[src/rtl/bp_be_slot_ckpt_fifo_pkg.sv]
// Shared definitions for the slot-granular checkpoint FIFO.
//   - Default geometry (payload width, packet entries, sub-slots per packet).
//   - ptr_op_e: the one operation a slot pointer performs in a cycle.
//   - ptr_op_decode: fixes the priority between those operations.
package bp_be_slot_ckpt_fifo_pkg;

  localparam int unsigned DefDataWidth = 64;
  localparam int unsigned DefEls       = 8;
  localparam int unsigned DefSlots     = 4;

  typedef enum logic [1:0] {
    PtrHold,
    PtrClr,
    PtrSet,
    PtrAdd
  } ptr_op_e;

  // Clear beats load, load beats advance. A zero-count advance is a hold.
  function automatic ptr_op_e ptr_op_decode(input logic clr, input logic set, input logic add);
    if (clr) begin
      return PtrClr;
    end else if (set) begin
      return PtrSet;
    end else if (add) begin
      return PtrAdd;
    end
    return PtrHold;
  endfunction

endpackage

[src/rtl/bp_be_slot_ckpt_fifo_if.sv]
// FE->BE packet queue interface.
//   master: the side that drives the queue (write, read, commit, clear, roll-back).
//   slave : the queue itself.
// Write side : v_i, data_i, ready_and_o
// Read side  : v_o, data_o, slot_o, read_i, read_cnt_i
// Checkpoint : cmt_i, cmt_cnt_i, roll_i, clr_i
// Status     : count_o (commit..write packets), inflight_o (commit..read packets)
interface bp_be_slot_ckpt_fifo_if
  import bp_be_slot_ckpt_fifo_pkg::*;
#(
  parameter int unsigned data_width_p = DefDataWidth,
  parameter int unsigned els_p        = DefEls,
  parameter int unsigned slots_p      = DefSlots
);
  localparam int unsigned SlotW = $clog2(slots_p);
  localparam int unsigned CntW  = SlotW + 1;
  localparam int unsigned PktW  = $clog2(els_p) + 1;

  logic                    clr_i;
  logic                    roll_i;
  logic                    v_i;
  logic [data_width_p-1:0] data_i;
  logic                    ready_and_o;
  logic                    v_o;
  logic [data_width_p-1:0] data_o;
  logic [SlotW-1:0]        slot_o;
  logic                    read_i;
  logic [CntW-1:0]         read_cnt_i;
  logic                    cmt_i;
  logic [CntW-1:0]         cmt_cnt_i;
  logic [PktW-1:0]         count_o;
  logic [PktW-1:0]         inflight_o;

  modport master (
    output clr_i, roll_i, v_i, data_i, read_i, read_cnt_i, cmt_i, cmt_cnt_i,
    input  ready_and_o, v_o, data_o, slot_o, count_o, inflight_o
  );

  modport slave (
    input  clr_i, roll_i, v_i, data_i, read_i, read_cnt_i, cmt_i, cmt_cnt_i,
    output ready_and_o, v_o, data_o, slot_o, count_o, inflight_o
  );

endinterface

[src/rtl/bp_be_slot_ckpt_fifo_ptr.sv]
// Wrapping {wrap, mem, slot} pointer register.
//   clk_i, reset_n_i : clock, asynchronous active-low reset (pointer -> 0)
//   clr_i            : pointer -> 0
//   set_i, set_ptr_i : load set_ptr_i
//   add_i, add_cnt_i : advance by add_cnt_i sub-slots; reaching or passing the end of the
//                      packet moves to slot 0 of the next packet (leftover is discarded)
//   ptr_r_o          : current pointer
//   ptr_n_o          : pointer after this cycle's update
module bp_be_slot_ckpt_fifo_ptr
  import bp_be_slot_ckpt_fifo_pkg::*;
#(
  parameter int unsigned mem_w_p  = 3,
  parameter int unsigned slot_w_p = 2,
  localparam int unsigned PtrW    = mem_w_p + slot_w_p + 1,
  localparam int unsigned CntW    = slot_w_p + 1
) (
  input  logic            clk_i,
  input  logic            reset_n_i,
  input  logic            clr_i,
  input  logic            set_i,
  input  logic [PtrW-1:0] set_ptr_i,
  input  logic            add_i,
  input  logic [CntW-1:0] add_cnt_i,
  output logic [PtrW-1:0] ptr_r_o,
  output logic [PtrW-1:0] ptr_n_o
);

  localparam logic [CntW-1:0]    Slots  = CntW'(1 << slot_w_p);
  localparam logic [mem_w_p:0]   PktOne = (mem_w_p + 1)'(1);

  logic [PtrW-1:0]     ptr_q, ptr_d;
  logic [mem_w_p:0]    pkt_q, pkt_inc;
  logic [slot_w_p-1:0] slot_q;
  logic [CntW-1:0]     slot_sum;
  ptr_op_e             op;

  assign pkt_q    = ptr_q[PtrW-1:slot_w_p];
  assign slot_q   = ptr_q[slot_w_p-1:0];
  assign pkt_inc  = pkt_q + PktOne;
  assign slot_sum = {1'b0, slot_q} + add_cnt_i;

  always_comb begin
    op = ptr_op_decode(clr_i, set_i, add_i & (|add_cnt_i));
  end

  always_comb begin
    ptr_d = ptr_q;
    unique case (op)
      PtrClr: ptr_d = '0;
      PtrSet: ptr_d = set_ptr_i;
      PtrAdd: begin
        if (slot_sum >= Slots) begin
          ptr_d = {pkt_inc, {slot_w_p{1'b0}}};
        end else begin
          ptr_d = {pkt_q, slot_sum[slot_w_p-1:0]};
        end
      end
      default: ptr_d = ptr_q;
    endcase
  end

  always_ff @(posedge clk_i or negedge reset_n_i) begin
    if (!reset_n_i) begin
      ptr_q <= '0;
    end else begin
      ptr_q <= ptr_d;
    end
  end

  assign ptr_r_o = ptr_q;
  assign ptr_n_o = ptr_d;

endmodule

[src/rtl/bp_be_slot_ckpt_fifo.sv]
// Checkpointing FE->BE packet queue with sub-slot-granular reads and commits.
// Each entry holds one fetch packet of slots_p sub-slots. Three pointers:
//   write  : next entry to fill (always packet aligned)
//   read   : next sub-slot handed to issue/pre-decode
//   commit : oldest sub-slot not yet retired; space frees only when commit moves on
// roll_i rewinds read to commit (after this cycle's commit); clr_i empties everything.
// Ports:
//   clk_i, reset_n_i : clock, asynchronous active-low reset
//   fifo_if          : slave side of bp_be_slot_ckpt_fifo_if (handshake, data, status)
// Build option:
//   BP_BE_SLOT_CKPT_FIFO_BYPASS_EN - when defined, a packet written into an empty queue is
//   presented on v_o/data_o in the same cycle and may be read in that cycle.
module bp_be_slot_ckpt_fifo
  import bp_be_slot_ckpt_fifo_pkg::*;
#(
  parameter int unsigned data_width_p = DefDataWidth,
  parameter int unsigned els_p        = DefEls,
  parameter int unsigned slots_p      = DefSlots
) (
  input logic                   clk_i,
  input logic                   reset_n_i,
  bp_be_slot_ckpt_fifo_if.slave fifo_if
);

  localparam int unsigned MemW  = $clog2(els_p);
  localparam int unsigned SlotW = $clog2(slots_p);
  localparam int unsigned PktW  = MemW + 1;
  localparam int unsigned PtrW  = PktW + SlotW;
  localparam int unsigned CntW  = SlotW + 1;

  logic [PtrW-1:0]         wptr_q, wptr_n, rptr_q, rptr_n, cptr_q, cptr_n;
  logic [PktW-1:0]         count_q, count_d, inflight_q, inflight_d;
  logic [MemW-1:0]         wr_addr, rd_addr;
  logic                    full, empty, write_en, read_en, v_o;
  logic [data_width_p-1:0] mem_q [els_p];
  logic [data_width_p-1:0] mem_rdata, data_o;

  assign wr_addr = wptr_q[PtrW-2:SlotW];
  assign rd_addr = rptr_q[PtrW-2:SlotW];

  // count_q is exactly commit..write in packets, so it doubles as the full flag.
  assign full     = (count_q == PktW'(els_p));
  // Write pointer slot is always 0, so a whole-pointer compare is the empty test.
  assign empty    = (rptr_q == wptr_q);
  assign write_en = fifo_if.v_i & ~full & ~fifo_if.clr_i;
  assign read_en  = v_o & fifo_if.read_i;

  always_ff @(posedge clk_i) begin
    if (write_en) begin
      mem_q[wr_addr] <= fifo_if.data_i;
    end
  end

  assign mem_rdata = mem_q[rd_addr];

`ifdef BP_BE_SLOT_CKPT_FIFO_BYPASS_EN
  logic bypass;
  // Empty can coexist with full (all read, nothing committed), hence the ~full term.
  assign bypass = empty & fifo_if.v_i & ~full;
  assign v_o    = ~empty | bypass;
  assign data_o = bypass ? fifo_if.data_i : mem_rdata;
`else
  assign v_o    = ~empty;
  assign data_o = mem_rdata;
`endif

  bp_be_slot_ckpt_fifo_ptr #(
    .mem_w_p  (MemW),
    .slot_w_p (SlotW)
  ) u_wptr (
    .clk_i     (clk_i),
    .reset_n_i (reset_n_i),
    .clr_i     (fifo_if.clr_i),
    .set_i     (1'b0),
    .set_ptr_i ('0),
    .add_i     (write_en),
    .add_cnt_i (CntW'(slots_p)),
    .ptr_r_o   (wptr_q),
    .ptr_n_o   (wptr_n)
  );

  bp_be_slot_ckpt_fifo_ptr #(
    .mem_w_p  (MemW),
    .slot_w_p (SlotW)
  ) u_cptr (
    .clk_i     (clk_i),
    .reset_n_i (reset_n_i),
    .clr_i     (fifo_if.clr_i),
    .set_i     (1'b0),
    .set_ptr_i ('0),
    .add_i     (fifo_if.cmt_i),
    .add_cnt_i (fifo_if.cmt_cnt_i),
    .ptr_r_o   (cptr_q),
    .ptr_n_o   (cptr_n)
  );

  // Roll-back loads the post-commit value so a same-cycle commit is not lost.
  bp_be_slot_ckpt_fifo_ptr #(
    .mem_w_p  (MemW),
    .slot_w_p (SlotW)
  ) u_rptr (
    .clk_i     (clk_i),
    .reset_n_i (reset_n_i),
    .clr_i     (fifo_if.clr_i),
    .set_i     (fifo_if.roll_i),
    .set_ptr_i (cptr_n),
    .add_i     (read_en),
    .add_cnt_i (fifo_if.read_cnt_i),
    .ptr_r_o   (rptr_q),
    .ptr_n_o   (rptr_n)
  );

  assign count_d    = wptr_n[PtrW-1:SlotW] - cptr_n[PtrW-1:SlotW];
  assign inflight_d = rptr_n[PtrW-1:SlotW] - cptr_n[PtrW-1:SlotW];

  always_ff @(posedge clk_i or negedge reset_n_i) begin
    if (!reset_n_i) begin
      count_q    <= '0;
      inflight_q <= '0;
    end else begin
      count_q    <= count_d;
      inflight_q <= inflight_d;
    end
  end

  assign fifo_if.ready_and_o = ~full;
  assign fifo_if.v_o         = v_o;
  assign fifo_if.data_o      = data_o;
  assign fifo_if.slot_o      = rptr_q[SlotW-1:0];
  assign fifo_if.count_o     = count_q;
  assign fifo_if.inflight_o  = inflight_q;

  // Sub-slot distances measured from the commit pointer; read must never lead write,
  // and commit must never pass read.
  logic [PtrW-1:0] rd_ahead_n, wr_ahead_n, rd_ahead_q, wr_ahead_q;
  assign rd_ahead_n = rptr_n - cptr_n;
  assign wr_ahead_n = wptr_n - cptr_n;
  assign rd_ahead_q = rptr_q - cptr_q;
  assign wr_ahead_q = wptr_q - cptr_q;

  cmt_past_read_a: assert property (@(posedge clk_i) disable iff (!reset_n_i)
    rd_ahead_n <= wr_ahead_n);
  ptr_order_a: assert property (@(posedge clk_i) disable iff (!reset_n_i)
    rd_ahead_q <= wr_ahead_q);

endmodule

[src/flat_wrapper.sv]
// flat-port wrapper written by rule: the top's interface ports become plain ports
module bp_be_slot_ckpt_fifo_flat import bp_be_slot_ckpt_fifo_pkg::*;
#(
  parameter int unsigned data_width_p = DefDataWidth,
  parameter int unsigned els_p        = DefEls,
  parameter int unsigned slots_p      = DefSlots
)
  (clk_i, reset_n_i, fifo_if_clr_i, fifo_if_roll_i, fifo_if_v_i, fifo_if_data_i, fifo_if_read_i, fifo_if_read_cnt_i, fifo_if_cmt_i, fifo_if_cmt_cnt_i, fifo_if_ready_and_o, fifo_if_v_o, fifo_if_data_o, fifo_if_slot_o, fifo_if_count_o, fifo_if_inflight_o);
  bp_be_slot_ckpt_fifo_if #(.data_width_p(data_width_p), .els_p(els_p), .slots_p(slots_p)) fifo_if_i ();
  input logic clk_i;
  input logic reset_n_i;
  input wire logic [$bits(fifo_if_i.clr_i)-1:0] fifo_if_clr_i;
  input wire logic [$bits(fifo_if_i.roll_i)-1:0] fifo_if_roll_i;
  input wire logic [$bits(fifo_if_i.v_i)-1:0] fifo_if_v_i;
  input wire logic [$bits(fifo_if_i.data_i)-1:0] fifo_if_data_i;
  input wire logic [$bits(fifo_if_i.read_i)-1:0] fifo_if_read_i;
  input wire logic [$bits(fifo_if_i.read_cnt_i)-1:0] fifo_if_read_cnt_i;
  input wire logic [$bits(fifo_if_i.cmt_i)-1:0] fifo_if_cmt_i;
  input wire logic [$bits(fifo_if_i.cmt_cnt_i)-1:0] fifo_if_cmt_cnt_i;
  output wire logic [$bits(fifo_if_i.ready_and_o)-1:0] fifo_if_ready_and_o;
  output wire logic [$bits(fifo_if_i.v_o)-1:0] fifo_if_v_o;
  output wire logic [$bits(fifo_if_i.data_o)-1:0] fifo_if_data_o;
  output wire logic [$bits(fifo_if_i.slot_o)-1:0] fifo_if_slot_o;
  output wire logic [$bits(fifo_if_i.count_o)-1:0] fifo_if_count_o;
  output wire logic [$bits(fifo_if_i.inflight_o)-1:0] fifo_if_inflight_o;
  assign fifo_if_i.clr_i = fifo_if_clr_i;
  assign fifo_if_i.roll_i = fifo_if_roll_i;
  assign fifo_if_i.v_i = fifo_if_v_i;
  assign fifo_if_i.data_i = fifo_if_data_i;
  assign fifo_if_i.read_i = fifo_if_read_i;
  assign fifo_if_i.read_cnt_i = fifo_if_read_cnt_i;
  assign fifo_if_i.cmt_i = fifo_if_cmt_i;
  assign fifo_if_i.cmt_cnt_i = fifo_if_cmt_cnt_i;
  assign fifo_if_ready_and_o = fifo_if_i.ready_and_o;
  assign fifo_if_v_o = fifo_if_i.v_o;
  assign fifo_if_data_o = fifo_if_i.data_o;
  assign fifo_if_slot_o = fifo_if_i.slot_o;
  assign fifo_if_count_o = fifo_if_i.count_o;
  assign fifo_if_inflight_o = fifo_if_i.inflight_o;
  bp_be_slot_ckpt_fifo #(.data_width_p(data_width_p), .els_p(els_p), .slots_p(slots_p)) u_core (.clk_i(clk_i), .reset_n_i(reset_n_i), .fifo_if(fifo_if_i));
endmodule
[config.mk]
export PLATFORM = sky130hd
export DESIGN_NAME = bp_be_slot_ckpt_fifo_flat
export DESIGN_NICKNAME = d
export VERILOG_FILES = /design/src/rtl/bp_be_slot_ckpt_fifo_pkg.sv /design/src/rtl/bp_be_slot_ckpt_fifo_if.sv /design/src/rtl/bp_be_slot_ckpt_fifo_ptr.sv /design/src/rtl/bp_be_slot_ckpt_fifo.sv /design/src/flat_wrapper.sv
export SDC_FILE = /design/constraint.sdc
export NUM_CORES = 1
export LEC_CHECK = 0
export ABC_AREA = 0
export CAP_MARGIN = 20
export CORE_ASPECT_RATIO = 1.4
export CORE_MARGIN = 2
export CORE_UTILIZATION = 40
export DETAILED_ROUTE_END_ITERATION = 8
export DONT_BUFFER_PORTS = 1
export GPL_TIMING_DRIVEN = 0
export HOLD_SLACK_MARGIN = 0.12
export MAX_ROUTING_LAYER = met4
export PLACE_DENSITY = 0.52
export REMOVE_ABC_BUFFERS = 1
export SYNTH_ARGS = -nofsm -noshare
export SYNTH_HDL_FRONTEND = slang
export SYNTH_SLANG_ARGS = --single-unit
[constraint.sdc]
create_clock -name clk_i -period 11.1 [get_ports clk_i]
set_input_delay 2.22 -clock clk_i [delete_from_list [all_inputs] [get_ports clk_i]]
set_output_delay 2.22 -clock clk_i [all_outputs]
set_load 0.02 [all_outputs]
==> results by stage, run 1 <==
Clock tree:
- The number of gates resized after cts is 0.
- The clock tree synthesis step divided the H-tree into 2 levels.
- The clock sink count is between 500 and 600.
- In this run the deepest clock path goes through 3 buffers.
- The total CTS buffers is just over 50.
- The clock transition time at the flip-flop clock pins of the worst setup and hold paths is about 0.06 ns.
- The number of setup buffers added after CTS is 0.
- TritonCTS built the clock tree.
- The insertion delay of the later-clocked pin in the worst-skew pair is ~0.57 ns.
- The master cell of the clock root buffer is clkbuf_16.
- For this design, the CTS-stage hold fixing added 0 buffers.

Critical path:
- The endpoint kind of the worst setup timing path is an output port.
- STA classifies the critical path startpoint as a flop.
- STA puts the critical path data arrival time at 3.00 ns.
- By instance count, the cell type seen most on the critical path is buf_16.
- The critical path contains buffers and inverters numbering 2 combined.
- At the worst endpoint, the required time is about 8.9 ns.
- The top cell family by delay on the critical path is multiplexers.
- The worst setup path is of the reg -> out kind.
- Among all stages on the critical path, the largest delay is contributed by dfrtp_4.
- Of all nets on the critical path, the largest fanout is 34.
- Traced cell by cell, the critical path runs through buf_16, buf_16, mux4_2, mux2_2.
- The maximum single-stage delay on the critical path is ~0.82 ns.

STA:
- Setup repair after global routing left no endpoint under its margin.
- Final hold analysis gives a worst-case slack of 0.5477 ns.
- The fmax is approximately 190 MHz.
- The count of pins over their slew limit was 0.
- The minimum period implied by the final worst setup slack is between 5 and 6 ns.
- The count of endpoints failing hold in the final timing report is 0.
- The transition time at the pin with the least slew margin is around 0.90 ns.
- The aggregate negative setup slack is 0 ns.
- Setup violations remaining at the end of the flow were counted as 0.
- The final worst clock skew is 0.01346 ns.
- The worst path uses between 40% and 50% of the clock period.
- The worst slew margin relative to its limit is between 30% and 40%.

Logic synthesis:
- Synthesis inferred roughly 540 register bits.
- The most frequently used flop master after synthesis is edfxtp_1.
- The number of flops mapped to enable cells by yosys is between 500 and 600.
- Ranked by total cell area, the synthesized netlist is headed by edfxtp_1 (74%), mux4_2 (14%), mux2_2 (3.5%), dfrtp_1 (2.9%), ha_1 (0.66%).
- The largest area contributor in the netlist is edfxtp_1.
- During synthesis, Yosys emitted a total of 0 warnings.
- After synthesis the cells add up to roughly 0.021 mm^2.
- In this run the biggest area consumer among cell types represents between 70% and 80% of the synthesized area.
- In the synthesized netlist the async set-or-reset flop fraction comes to 4.478%.
- The average instance in the mapped netlist occupies between 20 and 25 um^2.
- The number of different library cells in the post-synthesis netlist is 46.
- The register area share after synthesis is between 70% and 80%.
- The cell count after synthesis is between 900 and 1000.

Placed design:
- After legalization and detailed placement, the total HPWL measured between 20000 and 25000 um.
- Buffers placed on the I/O ports in this run total 0.
- After detailed placement, the design holds a cell count of between 1500 and 2000.
- The global placer's final weighted congestion is around 0.72.

Floorplan:
- The horizontal die dimension is between 150 and 200 um.
- The effective utilization at floorplan is between 40% and 50%.
- The floorplan step defined a core boundary enclosing ~0.051 mm^2.
- The number of I/O pins is about 150.
- The die area is between 0.05 and 0.06 mm^2.
- The die is approximately 270 um tall.
- Row generation in the floorplan step produced 98 rows.

Drt:
- The per-cell routed wire length is roughly 25 um.
- The count of nets left with antenna violations once routing finished came out at 0.
- The first detailed-routing pass ran for 4 iterations.
- The number of DRC markers in iteration 0 is approximately 460.
- After detailed routing, the number of vias per cell comes to 5.362.
- In the routed design, unresolved DRC markers number 0.
- The total vias in the final route is 8836.
- The final layout contains routed wiring with a total length of between 40000 and 50000 um.

Finish:
- Leaving out fill and tap cells, the most frequent cell in the layout is edfxtp_1.
- For this run, the post-layout net count is around 1000.
- The fraction of final layout cells sized beyond drive strength 1 is roughly 33%.
- The number of antenna diodes in the final layout is 0.
- In the layout the commonest cells are edfxtp_1 (512), mux4_2 (128), mux2_2 (64).
- For this run, the number of standard cells in the final layout without fillers is 1648.
- The area added between synthesis and finish is 14.76%.
- The filler cells instantiated in the layout total between 4000 and 5000.

Global route:
- The via count of the first global-routing pass is between 9000 and 10000.
- The wire length of the first global-routing pass is 62700 um.
- The sum of overflow across all layers after global routing is 0.
- The initial antenna violation count is 0.
- The combined global-route utilization of all metal layers is ~16%.
- The largest net degree at the start of global routing is 57.

Run status:
- The run finished with clean final reports.

Power:
- The worst-case IR drop observed on VDD is approximately 94 uV.
- The analysis attributes to cell leakage a power of 7.418 nW.
- In this run the power density over the cells is ~190 mW/mm^2.

Run:
- The max-cap violation count is 0.

Min path:
- The min-delay analysis places its worst path in the category reg -> reg.
[synth_stat cells, drive strengths merged, types with 5 or more instances]
cell / n
xor2: 7
nand3: 5
a21oi: 5
dfrtp: 24
mux2: 65
mux4: 128
buf: 18
nand2: 8
edfxtp: 512
inv: 13
ha: 11
clkbuf: 26
nor2: 20
nor3: 6
xnor2: 10
[flip-flops by register name, indices dropped and copies added (netlist names)]
| register | cells |
|---|---|
| u_core.fifo_if.count_o | 4 |
| u_core.u_cptr.ptr_r_o | 6 |
| u_core.mem_q | 512 |
| u_core.u_wptr.ptr_r_o | 4 |
| u_core.fifo_if.inflight_o | 4 |
| u_core.u_rptr.ptr_r_o | 6 |
[final timing paths]
kind / slack (ns) / start / end / cells after the start
setup reg to reg: 7.68 / u_core.u_rptr.ptr_r_o[0]$_DFFE_PN0P_ / u_core.fifo_if.inflight_o[3]$_DFF_PN0_ / 13
hold / removal: 0.55 / u_core.u_cptr.ptr_r_o[1]$_DFF_PN0_ / u_core.u_cptr.ptr_r_o[1]$_DFF_PN0_ / 2
setup / recovery: 5.88 / u_core.u_rptr.ptr_r_o[2]$_DFF_PN0_ / fifo_if_data_o[30] / 4
min in group asynchronous: 1.33 / reset_n_i / u_core.u_cptr.ptr_r_o[0]$_DFF_PN0_ / 0
hold reg to reg: 0.55 / u_core.u_cptr.ptr_r_o[1]$_DFF_PN0_ / u_core.u_cptr.ptr_r_o[1]$_DFF_PN0_ / 2
max in group asynchronous: 9.68 / reset_n_i / u_core.u_rptr.ptr_r_o[3]$_DFF_PN0_ / 0
[metrics by stage]
stage / cell area (um^2) / setup WS, ns / power, mW / utilization, %
after floorplan: 20530 / 2.859 / 2.669 / -
after global placement: 21340 / -1.923 / 2.792 / 41.74
after detailed placement: 22140 / 5.906 / 2.754 / 43.29
after CTS: 23780 / 5.746 / 4.473 / 46.51
after global routing: 23780 / 5.670 / 4.566 / 46.51
final: 23780 / 5.881 / 4.405 / 46.51
[where the power goes]
group / switching, mW / internal [mW] / total [mW]
logic: 0.208 / 0.173 / 0.381
clock network: 0.728 / 0.980 / 1.71
registers: 0.0397 / 2.28 / 2.32
[worst reg2reg max path, stage by stage, from the launching register on]
cell and delay [ns]:
dfrtp_1 0.49, ha_1 0.26, fa_1 0.37, xnor2_1 0.46, nor2_1 0.11, o211ai_1 0.15
xnor2_1 0.17, nor2_1 0.06, a211oi_1 0.33, ha_1 0.34, a21oi_1 0.14, o21ai_0 0.11
xor2_1 0.16, xnor2_1 0.14
[cells by family (layout without fill, tap and decap cells)]
logic type | after synthesis | count (layout) | synth area share (%)
mux | 195 | 195 | 17.56
fa+ha+maj | 15 | 15 | 1.051
flops | 536 | 536 | 77.10
xor+xnor | 17 | 17 | 0.7186
compound gates | 30 | 30 | 1.093
simple gates | 55 | 55 | 1.323
buf+inv | 57 | 150 | 1.153
[area by class of cell]
type                            count  area (um^2)  area share [%]
Clock buffer                       75         1458           6.130
Tap cell                          650        813.3           3.420
Clock inverter                     21        185.2          0.7787
Inverter                           13        48.80          0.2052
Sequential cell                   536        15990           67.23
Multi-Input combinational cell    312         4561           19.18
Timing Repair Buffer               41        726.9           3.057
[per-layer routing]
| layer | vias up | global-route usage, % | routed length [um] |
|---|---|---|---|
| met2 | 163 | 26.73 | 20760 |
| met1 | 4743 | 20.54 | 17480 |
| met5 | - | - | 0 |
| met4 | 0 | 4.685 | 950 |
| met3 | 69 | 3.992 | 2454 |
| li1 | 3861 | - | - |
No activity file was read; power rests on OpenSTA's default activity.
==> inputs of run 2 (changes only) <==
--- a/config.mk
+++ b/config.mk
@@ -5,7 +5,7 @@
 export SDC_FILE = /design/constraint.sdc
 export NUM_CORES = 1
 export LEC_CHECK = 0
-export ABC_AREA = 0
+export ABC_AREA = 1
 export CAP_MARGIN = 20
 export CORE_ASPECT_RATIO = 1.4
 export CORE_MARGIN = 2
==> constraint.sdc (replaced) <==
create_clock -name clk_i -period 5 [get_ports clk_i]
set_input_delay 1 -clock clk_i [delete_from_list [all_inputs] [get_ports clk_i]]
set_output_delay 1 -clock clk_i [all_outputs]
set_load 0.02 [all_outputs]
==> run 2 against run 1 <==
Compared with the run above: sequential power grew 120%; largest cell class unchanged; area after synthesis grew 3.4%; largest power group unchanged; sequential share of layout area shrank 1.4 points; combinational power grew to 2.6 times the previous value; flip-flop and latch count is the same; routed wire length grew 19%.
==> results by stage, run 2 <==
Run status:
- The flow ran to the end, and the final reports show no timing, DRC or antenna violations.

Floorplan:
- The effective utilization at floorplan was 40.38% (-0.15 points).
- The die area is 0.05544 mm^2 (+3.3%).
- The number of I/O pins came to 153 (unchanged).
- The horizontal die dimension is 199.6 um (+1.6%).
- The floorplan die height is 277.8 um (+1.6%).
- The standard-cell row count is 100 (+2.0%).
- The floorplan core area came to 0.05305 mm^2 (+3.8%).

STA:
- Derived from the worst setup path, the maximum achievable clock frequency is around 220 MHz.
- Setup repair after global routing left no endpoint under its margin.
- The worst slew margin relative to its limit is 38.48% (-1.1 points).
- The transition time at the pin with the least slew margin came to 0.9206 ns (+0.01656 ns).
- The worst hold slack across all endpoints is 0.2281 ns (-0.3196 ns).
- The fraction of the cycle the final worst path needs is between 90 and 100%.
- The count of pins over their slew limit was 0 (unchanged).
- The count of endpoints failing hold in the final timing report is 0 (unchanged).
- The aggregate negative setup slack is 0 ns (unchanged).
- The final worst clock skew was 0.01426 ns (+0.0008065 ns).
- The final number of setup-violating endpoints is 0 (unchanged).
- The worst setup slack after layout is 0.3820 ns (-5.499 ns).
- The smallest clock period supported by the final layout is computed as 4.618 ns.

Logic synthesis:
- The most frequently used flop master after synthesis is edfxtp_1.
- The number of flops mapped to enable cells by yosys was 512 (unchanged).
- The number of different library cells in the post-synthesis netlist is 38 (-17%).
- The register area share after synthesis is 74.58% (-2.5 points).
- The multiplexer share of the synthesized area came to 0% (-18 points).
- The average footprint of a synthesized cell is 12.90 um^2 (-44%).
- Counting instances in the post-synthesis netlist gives the leading cell types as edfxtp_1 (512), nor2_1 (466), o21ai_0 (192).
- The synthesized design spends more area on one cell type than any other, namely edfxtp_1.
- The Yosys warning count is 0 (unchanged).
- The netlist area before placement came to 0.02142 mm^2 (+3.4%).
- By area the synthesized netlist is led by edfxtp_1 (72%), nor2_1 (8.2%), o21ai_0 (4.5%), dfrtp_1 (2.8%), a31oi_1 (1.9%).
- The post-synthesis compound-gate area fraction is 10.28% (+9.2 points).
- The adder-cell share of the synthesized area is 1.016% (-0.034 points).
- The post-synthesis simple-gate area fraction is 10.24% (+8.9 points).
- The fraction of post-synthesis cell area in the top cell type by area is 71.78% (-2.4 points).
- The proportion of register bits with asynchronous set or reset after synthesis is 4.478% (unchanged).
- The largest family of logic cells by synthesized area is compound AO/OA/AOI/OAI gates.
- The cell count after synthesis was 1661 (+84%).
- The number of storage elements in the synthesis netlist is 536 (unchanged).
- The xor/xnor share of the synthesized area is 0.2395% (-0.48 points).
- The cell with the most instances after synthesis is edfxtp_1.

Clock tree:
- The number of setup buffers added after CTS is 0 (unchanged).
- The insertion delay of the later-clocked pin in the worst-skew pair came to 0.58 ns (about the same).
- The clock sink count is 536 (unchanged).
- The clock transition time at the flip-flop clock pins of the worst setup and hold paths is 0.06 ns (about the same).
- The cell sitting at the root of the clock tree is a clkbuf_16.
- The maximum buffer depth of the clock tree was 3 (unchanged).
- The maximum level of the CTS H-tree is 2 (unchanged).
- The total CTS buffers is 52 (+2.0%).
- The CTS tree is built.

Drt:
- The total vias in the final route was 12674 (+43%).
- The number of remaining DRC errors is 0 (unchanged).
- The total wire length came to 49590 um (+19%).
- The routed via count divided by cell count is 5.239 (-2.3%).
- The number of nets still failing antenna checks after routing is 0 (unchanged).
- The per-cell routed wire length is 20.50 um (-19%).
- The number of DRC markers in iteration 0 came to 637 (+39%).
- The detailed-routing iteration count for the pre-antenna-repair pass came to 6 (+2).

Global route:
- The combined global-route utilization of all metal layers is 18.43% (+2.0 points).
- The largest net degree at the start of global routing is 152 (+170%).
- The via count of the first global-routing pass came to 12599 (+27%).
- The global routing usage on met2 was 30.45% (+3.7 points).
- The met3 demand-to-capacity share in global routing was 4.304% (+0.31 points).
- The global routing stage identified its most utilized layer as met2.
- The sum of overflow across all layers after global routing came to 0 (unchanged).
- The initial antenna violation count is 0 (unchanged).
- The wire length of the first global-routing pass came to 74910 um (+19%).
- The met1 track utilization from global routing came to 22.48% (+1.9 points).

Power:
- The relative contribution of combinational cells to total power is 10.0% (+1.3 points).
- The portion of total power attributed to the clock network is 38.8% (about the same).
- The peak supply drop is 230.8 uV (+140%).
- The switching share of power came to 24.20% (+2.1 points).
- The net switching component of the power is 2.424 mW (+150%).
- The power per cell area was 412.5 mW/mm^2 (+120%).
- The sum of internal, switching and leakage power is 10.01 mW (+130%).
- The proportion of power drawn by flip-flops and latches is 51.1% (-1.5 points).
- The reported leakage power was 8.074 nW (+8.9%).
- The internal cell power is 7.590 mW (+120%).

Critical path:
- The minimum setup slack among reg-to-reg paths is 1.67 ns (-6.01 ns).
- The buffer and inverter count on the worst path came to 4 (+2).
- The setup path with the least slack is of type reg -> out.
- Walking the worst path, the cells encountered are buf_16, buf_16, inv_6, buf_16, o21ai_0, o22ai_1, nor2_1, a31oi_1.
- The library cell contributing the largest single delay on the critical path is a31oi_1.
- The endpoint kind of the worst setup timing path is an output port.
- The worst path required time is 4.00 ns (-4.88 ns).
- The maximum single-stage delay on the critical path is 0.66 ns (-0.16 ns).
- The type of origin of the critical path is a flop.
- Counting stages on the worst path, the most repeated cell is buf_16.
- The data arrival time of the critical path is 3.62 ns (+0.62 ns).
- The peak fanout along the critical path is 77 (+130%).
- The top cell family by delay on the critical path is buffers and inverters.

Finish:
- The number of flip-flops in the largest register is 512 (unchanged).
- The largest register by flop count is u_core.mem_q.
- The most common cell after layout, fill and taps aside is edfxtp_1.
- The number of nets in the final layout is 1757 (+68%).
- The cell area after layout is 0.02427 mm^2 (+2.1%).
- The fraction of final layout cells sized beyond drive strength 1 came to 9.032% (-24 points).
- Compared with the post-synthesis result, the final layout area differs by 13.33%.
- In the layout the commonest cells are edfxtp_1 (512), nor2_1 (462), o21ai_0 (192).
- The final antenna diode count is 0 (unchanged).
- The non-filler instance count after layout came to 2419 (+47%).
- The utilization after layout is 45.76% (-0.75 points).

Run:
- The max-cap violation count was 0 (unchanged).

Min path:
- The path category of the worst min-delay check is in -> async.

Placed design:
- The global placer's final weighted congestion is 0.8187 (+14%).
- The number of input and output port buffers inserted is 0 (unchanged).
- The placement-stage cell area is 0.02257 mm^2 (+1.9%).
- The setup slack at placement is 0.8883 ns (-5.018 ns).
- The cell count after placement is 2324 (+50%).
- The HPWL after detailed placement is 28980 um (+16%).
[run 2: per-layer routing]
layer	wire, um	vias up	share of wire (%)
li1	-	6035	-
met1	21030	6332	42
met2	24480	228	49
met3	2881	79	5.8
met4	1197	0	2.4
met5	0	-	0
[run 2: area by class of cell]
cell class                 instances  area [um^2]
clock buffer                      59         1349
clock inverter                    35        340.3
multi-input combinational        987         4715
fill                            4713        28780
timing repair buffer              52        842.1
inverter                          36        152.6
sequential                       536        15980
tap                              714        893.4
[run 2: logic make-up after synthesis]
group           after synthesis
fa+ha+maj                    15
flops                       536
compound gates              405
simple gates                562
xor+xnor                      5
buf+inv                     138
[run 2: path summary, 6_finish.rpt]
kind                                                  endpoint  cells after the start                               start
max reg2reg                u_core.fifo_if.count_o[3]$_DFF_PN0_                     18  u_core.u_cptr.ptr_r_o[0]$_DFF_PN0_
min reg2reg                 u_core.u_cptr.ptr_r_o[0]$_DFF_PN0_                      2  u_core.u_cptr.ptr_r_o[0]$_DFF_PN0_
min                         u_core.u_cptr.ptr_r_o[5]$_DFF_PN0_                      1                           reset_n_i
max in group asynchronous   u_core.u_rptr.ptr_r_o[3]$_DFF_PN0_                      1                           reset_n_i
max                                         fifo_if_data_o[62]                      8  u_core.u_rptr.ptr_r_o[3]$_DFF_PN0_
min in group clk_i               u_core.mem_q[7][47]$_DFFE_PP_                      0                  fifo_if_data_i[47]
[run 2: repair_timing]
| item | 4_1_cts | 5_1_grt |
|---|---|---|
| hold buffers | 1 | 0 |
| gates resized for setup | 0 | 0 |
| endpoints found under the hold margin | 24 | 0 |
[run 2: power by group through the flow]
stage	combinational [mW]	sequential [mW]	clock, mW
floorplan	0.674	5.25	0
finish	1.00	5.12	3.89
detailed placement	1.02	5.22	0
CTS	1.03	5.12	4.00
global route	1.12	5.13	4.15
global placement	0.932	5.31	0
